[src/rtl/data_mem_pkg.sv]
// Shared types and default sizes for the data memory access controller.
package data_mem_pkg;

    localparam int unsigned DATA_W = 8;
    localparam int unsigned ADDR_W = 8;

    // Controller operating phase: clearing sweep or normal arbitration.
    typedef enum logic {
        INIT = 1'b0,
        RUN  = 1'b1
    } ctrl_state_t;

    // Identity of a requester, also used to remember who was served last.
    typedef enum logic {
        REQ_CPU = 1'b0,
        REQ_AUX = 1'b1
    } req_id_t;

endpackage

[src/rtl/rr_arb2.sv]
// Two-way round-robin arbiter. Bit 0 is the CPU, bit 1 the auxiliary
// requester. The grant is combinational; only the "last served" marker is
// stored. The marker resets to AUX so that the CPU wins the first contention.
module rr_arb2
    import data_mem_pkg::*;
(
    input  logic       clk,
    input  logic       reset,
    input  logic       en_i,
    input  logic [1:0] req_i,
    output logic [1:0] gnt_o
);

    req_id_t rr_last_q;
    req_id_t rr_last_d;

    // Pick at most one requester; on contention serve the one not served last.
    always_comb begin
        gnt_o     = 2'b00;
        rr_last_d = rr_last_q;
        if (en_i) begin
            case (req_i)
                2'b01:   gnt_o = 2'b01;
                2'b10:   gnt_o = 2'b10;
                2'b11:   gnt_o = (rr_last_q == REQ_AUX) ? 2'b01 : 2'b10;
                default: gnt_o = 2'b00;
            endcase
        end else begin
            gnt_o = 2'b00;
        end
        if (gnt_o[0]) begin
            rr_last_d = REQ_CPU;
        end else if (gnt_o[1]) begin
            rr_last_d = REQ_AUX;
        end else begin
            rr_last_d = rr_last_q;
        end
    end

    // Remember which requester was served most recently.
    always_ff @(posedge clk) begin
        if (reset) begin
            rr_last_q <= REQ_AUX;
        end else begin
            rr_last_q <= rr_last_d;
        end
    end

endmodule

[src/rtl/data_mem_ctrl.sv]
// Single-port data memory access controller. Shares the memory port between
// the CPU load/store stage and an auxiliary requester with a round-robin
// grant that is issued in the same cycle as the request.
// Optional feature: define DATA_MEM_CTRL_INIT_EN to add a post-reset sweep
// that writes zero to every entry before any grant is issued.
module data_mem_ctrl
    import data_mem_pkg::*;
#(
    parameter int unsigned W = DATA_W,
    parameter int unsigned A = ADDR_W
) (
    input  logic         clk,
    input  logic         reset,
    input  logic         cpu_req,
    input  logic         cpu_we,
    input  logic [A-1:0] cpu_addr,
    input  logic [W-1:0] cpu_wdata,
    output logic         cpu_gnt,
    output logic [W-1:0] cpu_rdata,
    input  logic         aux_req,
    input  logic         aux_we,
    input  logic [A-1:0] aux_addr,
    input  logic [W-1:0] aux_wdata,
    output logic         aux_gnt,
    output logic [W-1:0] aux_rdata,
    output logic         busy,
    output logic [A-1:0] mem_addr,
    output logic [W-1:0] mem_wdata,
    output logic         mem_re,
    output logic         mem_we,
    input  logic [W-1:0] mem_rdata
);

    logic         run_s;
    logic         init_active_s;
    logic [A-1:0] init_addr_s;
    logic [1:0]   gnt_s;

`ifdef DATA_MEM_CTRL_INIT_EN
    localparam logic         BUSY_IN_RESET = 1'b1;
    localparam logic [A-1:0] CNT_LAST      = {A{1'b1}};
    localparam logic [A-1:0] CNT_ONE       = {{(A-1){1'b0}}, 1'b1};

    ctrl_state_t  state_q;
    logic [A-1:0] init_cnt_q;

    // Sweep every address once after reset, then hand over to arbitration;
    // the counter stops at the last address instead of wrapping.
    always_ff @(posedge clk) begin
        if (reset) begin
            state_q    <= INIT;
            init_cnt_q <= {A{1'b0}};
        end else begin
            case (state_q)
                INIT: begin
                    if (init_cnt_q == CNT_LAST) begin
                        state_q <= RUN;
                    end else begin
                        init_cnt_q <= init_cnt_q + CNT_ONE;
                    end
                end
                RUN:     state_q <= RUN;
                default: state_q <= INIT;
            endcase
        end
    end

    assign run_s         = (state_q == RUN);
    assign init_active_s = (state_q == INIT);
    assign init_addr_s   = init_cnt_q;
`else
    localparam logic BUSY_IN_RESET = 1'b0;

    assign run_s         = 1'b1;
    assign init_active_s = 1'b0;
    assign init_addr_s   = {A{1'b0}};
`endif

    rr_arb2 u_arb (
        .clk   (clk),
        .reset (reset),
        .en_i  (run_s & ~reset),
        .req_i ({aux_req, cpu_req}),
        .gnt_o (gnt_s)
    );

    // Drive the memory port and requester responses; everything is forced
    // quiet while reset is asserted so an unclocked write is dropped.
    always_comb begin
        cpu_gnt   = 1'b0;
        aux_gnt   = 1'b0;
        cpu_rdata = {W{1'b0}};
        aux_rdata = {W{1'b0}};
        busy      = 1'b0;
        mem_addr  = {A{1'b0}};
        mem_wdata = {W{1'b0}};
        mem_re    = 1'b0;
        mem_we    = 1'b0;
        if (reset) begin
            busy = BUSY_IN_RESET;
        end else if (init_active_s) begin
            busy     = 1'b1;
            mem_we   = 1'b1;
            mem_addr = init_addr_s;
        end else if (gnt_s[0]) begin
            cpu_gnt   = 1'b1;
            mem_addr  = cpu_addr;
            mem_wdata = cpu_wdata;
            mem_we    = cpu_we;
            mem_re    = ~cpu_we;
            cpu_rdata = cpu_we ? {W{1'b0}} : mem_rdata;
        end else if (gnt_s[1]) begin
            aux_gnt   = 1'b1;
            mem_addr  = aux_addr;
            mem_wdata = aux_wdata;
            mem_we    = aux_we;
            mem_re    = ~aux_we;
            aux_rdata = aux_we ? {W{1'b0}} : mem_rdata;
        end else begin
            busy = 1'b0;
        end
    end

endmodule

[config.mk]
export PLATFORM = sky130hd
export DESIGN_NAME = data_mem_ctrl
export DESIGN_NICKNAME = d
export VERILOG_FILES = /design/src/rtl/data_mem_pkg.sv /design/src/rtl/rr_arb2.sv /design/src/rtl/data_mem_ctrl.sv
export SDC_FILE = /design/constraint.sdc
export NUM_CORES = 1
export LEC_CHECK = 0
export BUFFER_PORTS_ARGS = -buffer_cell sky130_fd_sc_hd__buf_4
export CAP_MARGIN = 20
export CORE_UTILIZATION = 23
export CTS_BUF_LIST = sky130_fd_sc_hd__clkbuf_4 sky130_fd_sc_hd__clkbuf_8
export CTS_CLUSTER_DIAMETER = 30
export DETAILED_ROUTE_END_ITERATION = 10
export PLACE_DENSITY_LB_ADDON = 0.1
export REMOVE_ABC_BUFFERS = 1
export SYNTH_ARGS = -nofsm -noshare
export SYNTH_HDL_FRONTEND = slang
export SYNTH_HIERARCHICAL = 1
export SYNTH_SLANG_ARGS = --single-unit
[constraint.sdc]
create_clock -name clk -period 1.5 [get_ports clk]
set_input_delay 0.225 -clock clk [delete_from_list [all_inputs] [get_ports clk]]
set_output_delay 0.225 -clock clk [all_outputs]
set_load 0.02 [all_outputs]
==> impl_metrics.json <==
{
  "hold_viol_final": 0,
  "grt_overflow": 0,
  "drive_gt1_share_pct": 83.8,
  "fin_crit_sh_pct": 106,
  "cp-start-kind": "primary input",
  "finClkSkew_ns": 0,
  "syn2layout_area_growth_pct": 206,
  "end_kind": "output port",
  "avgSynthCellArea_um2": 7.36,
  "maxSlewViolCount": 0,
  "synth-edff-count": 0,
  "top_regs": "u_arb/rr_last_q (1)",
  "worstPathMaxFanout": 5,
  "wl_per_cell_um": 13.2,
  "start_util_pct": 24.9,
  "synth_cell_types": 18,
  "max-cap-violations": 0,
  "leakage_nw": 0.689,
  "yosysTopAreaCellShare_pct": 36.9,
  "viasPerCell": 4.76,
  "synth_area_um2": 434,
  "ir_drop_v": 0.000209,
  "first_iter_violations": 15,
  "ys.flop_type": "dfxtp_1",
  "wl_um": 2280,
  "die_w_um": 45.4,
  "yosysMostFrequentCell": "and2_1",
  "antenna_found_initial": 0,
  "die_y_um": 45.4,
  "synthTopCellsByArea": "a32o_1, and2_1, buf_2",
  "drc": 0,
  "grt_pass1_vias": 642,
  "path_class": "in -> out",
  "hp-class": "reg -> reg",
  "rows": 15,
  "grt_max_degree": 18,
  "grt_pass1_wl_um": 2590,
  "clk_pin_slew_ns": 0,
  "fin_ws_ns": -0.0940,
  "cts_hold_buffers": 0,
  "place_area_um2": 1120,
  "dp.cells": 169,
  "clock.fmax_ghz": 0.627,
  "synthCells": 59,
  "routed-via-count": 823,
  "status": "complete, but fails checks",
  "io_buffers": 81,
  "p_per_area_nw_per_um2": 250,
  "yosys_warnings": 6,
  "finalSetupViolCount": 25,
  "dp_hpwl_um": 1600,
  "ys_async_sr_fraction_pct": 0,
  "ys_seq_area_share_pct": 4.61,
  "track_usage_pct": 15.9,
  "synth-seq-cells": 1,
  "coreArea_um2": 1750,
  "die-area_um2": 2070,
  "synth_commonest_cells": "and2_1, a32o_1, buf_2",
  "gp_congestion": 0.656,
  "antenna_cells": 0,
  "layout_min_cycle_time_ns": 1.59,
  "insertion_delay_ns": 0,
  "top_register": "u_arb/rr_last_q",
  "drtAntennaViolNets": 0,
  "required_ns": 1.27,
  "ios": 83,
  "largest_reg_flops": 1,
  "worstPathArrival_ns": 1.37,
  "rsz0062_at_grt": "true",
  "violations": "negative setup slack",
  "drt_pass1_iterations": 4,
  "fin_area_um2": 1330,
  "synth_largest_area_cell": "a32o_1",
  "instances_no_fill": 173,
  "fin_nets": 196
}
==> layout make-up <==
cell class	count	area, um2
Multi-Input combinational cell	49	463
Sequential cell	1	23.8
Timing Repair Buffer	95	795
Fill cell	133	417
Inverter	3	16.3
Tap cell	25	31.3
==> layer usage <==
metal / up-vias / part of all wire [%] / GRT usage [%]
met5: - / 0 / 0
met4: 0 / 0 / 0
met3: 0 / 8.4 / 1.59
met2: 45 / 57 / 32.0
met1: 373 / 35 / 18.6
li1: 405 / - / -
==> critical path: stages <==
cell and delay [ns]:
buf_8 0.10, inv_6 0.05, nand2_4 0.05, a21oi_4 0.21
nor3b_4 0.27, buf_2 0.18, and2_1 0.14, buf_4 0.14
==> path summary, 6_finish.rpt <==
check | start | cells past startpoint | to | slack, ns
worst max-delay path | reset | 8 | cpu_rdata[7] | -0.09
worst min-delay path | u_arb/rr_last_q | 2 | u_arb/rr_last_q | 0.59
worst max register to register | u_arb/rr_last_q | 3 | u_arb/rr_last_q | 0.51
worst min register to register | u_arb/rr_last_q | 2 | u_arb/rr_last_q | 0.59
==> placed cells by master (no fill, tap or decap), drive strengths merged <==
cell type,count
nor3b,1
and3b,1
a21oi,3
nand2,3
and2,17
nor2b,2
dfxtp,1
a32o,16
or2,1
buf,95
conb,1
nor4b,1
inv,3
nand3b,1
nor2,1
a211o,1
==> stage by stage <==
stage | util [%] | hold WS, ns | power (W) | setup TNS (ns) | worst slack [ns]
3_3_place_gp | 64.0 | 0.573 | 0.000282 | -5.35 | -0.214
6_report | 76.1 | 0.587 | 0.000332 | -0.517 | -0.0940
3_5_place_dp | 64.0 | 0.587 | 0.000286 | -7.16 | -0.283
2_1_floorplan | - | 0.319 | 0.000122 | -11.32 | -0.662
5_1_grt | 76.1 | 0.625 | 0.000349 | -2.12 | -0.144
4_1_cts | 67.0 | 0.600 | 0.000298 | -0.395 | -0.0423
==> report_power, final <==
group | leakage (nW) | internal, W | switching, W
logic | 0.680 | 0.000174 | 0.000127
registers | 0.00837 | 0.0000288 | 0.00000273
clock network | 0 | 0 | 0
total | 0.689 | 0.000203 | 0.000130
==> kinds of logic after synthesis <==
family,Yosys count,share of synthesized area (%)
AND/OR/NAND/NOR,28,42.4
AO/OA/AOI/OAI,20,42.4
buffers and inverters,9,9.80
flip-flops,1,4.61
other,1,0.864
==> what timing repair did <==
| item | 4_1_cts | 5_1_grt |
|---|---|---|
| setup endpoints to repair | 36 | 34 |
| gates cloned | 0 | 2 |
| gates resized for setup | 16 | 43 |
| hold endpoints to repair | 0 | 0 |
| buffers inserted | 0 | 2 |
| pin swaps | 0 | 12 |
No activity file was read; power rests on OpenSTA's default activity.
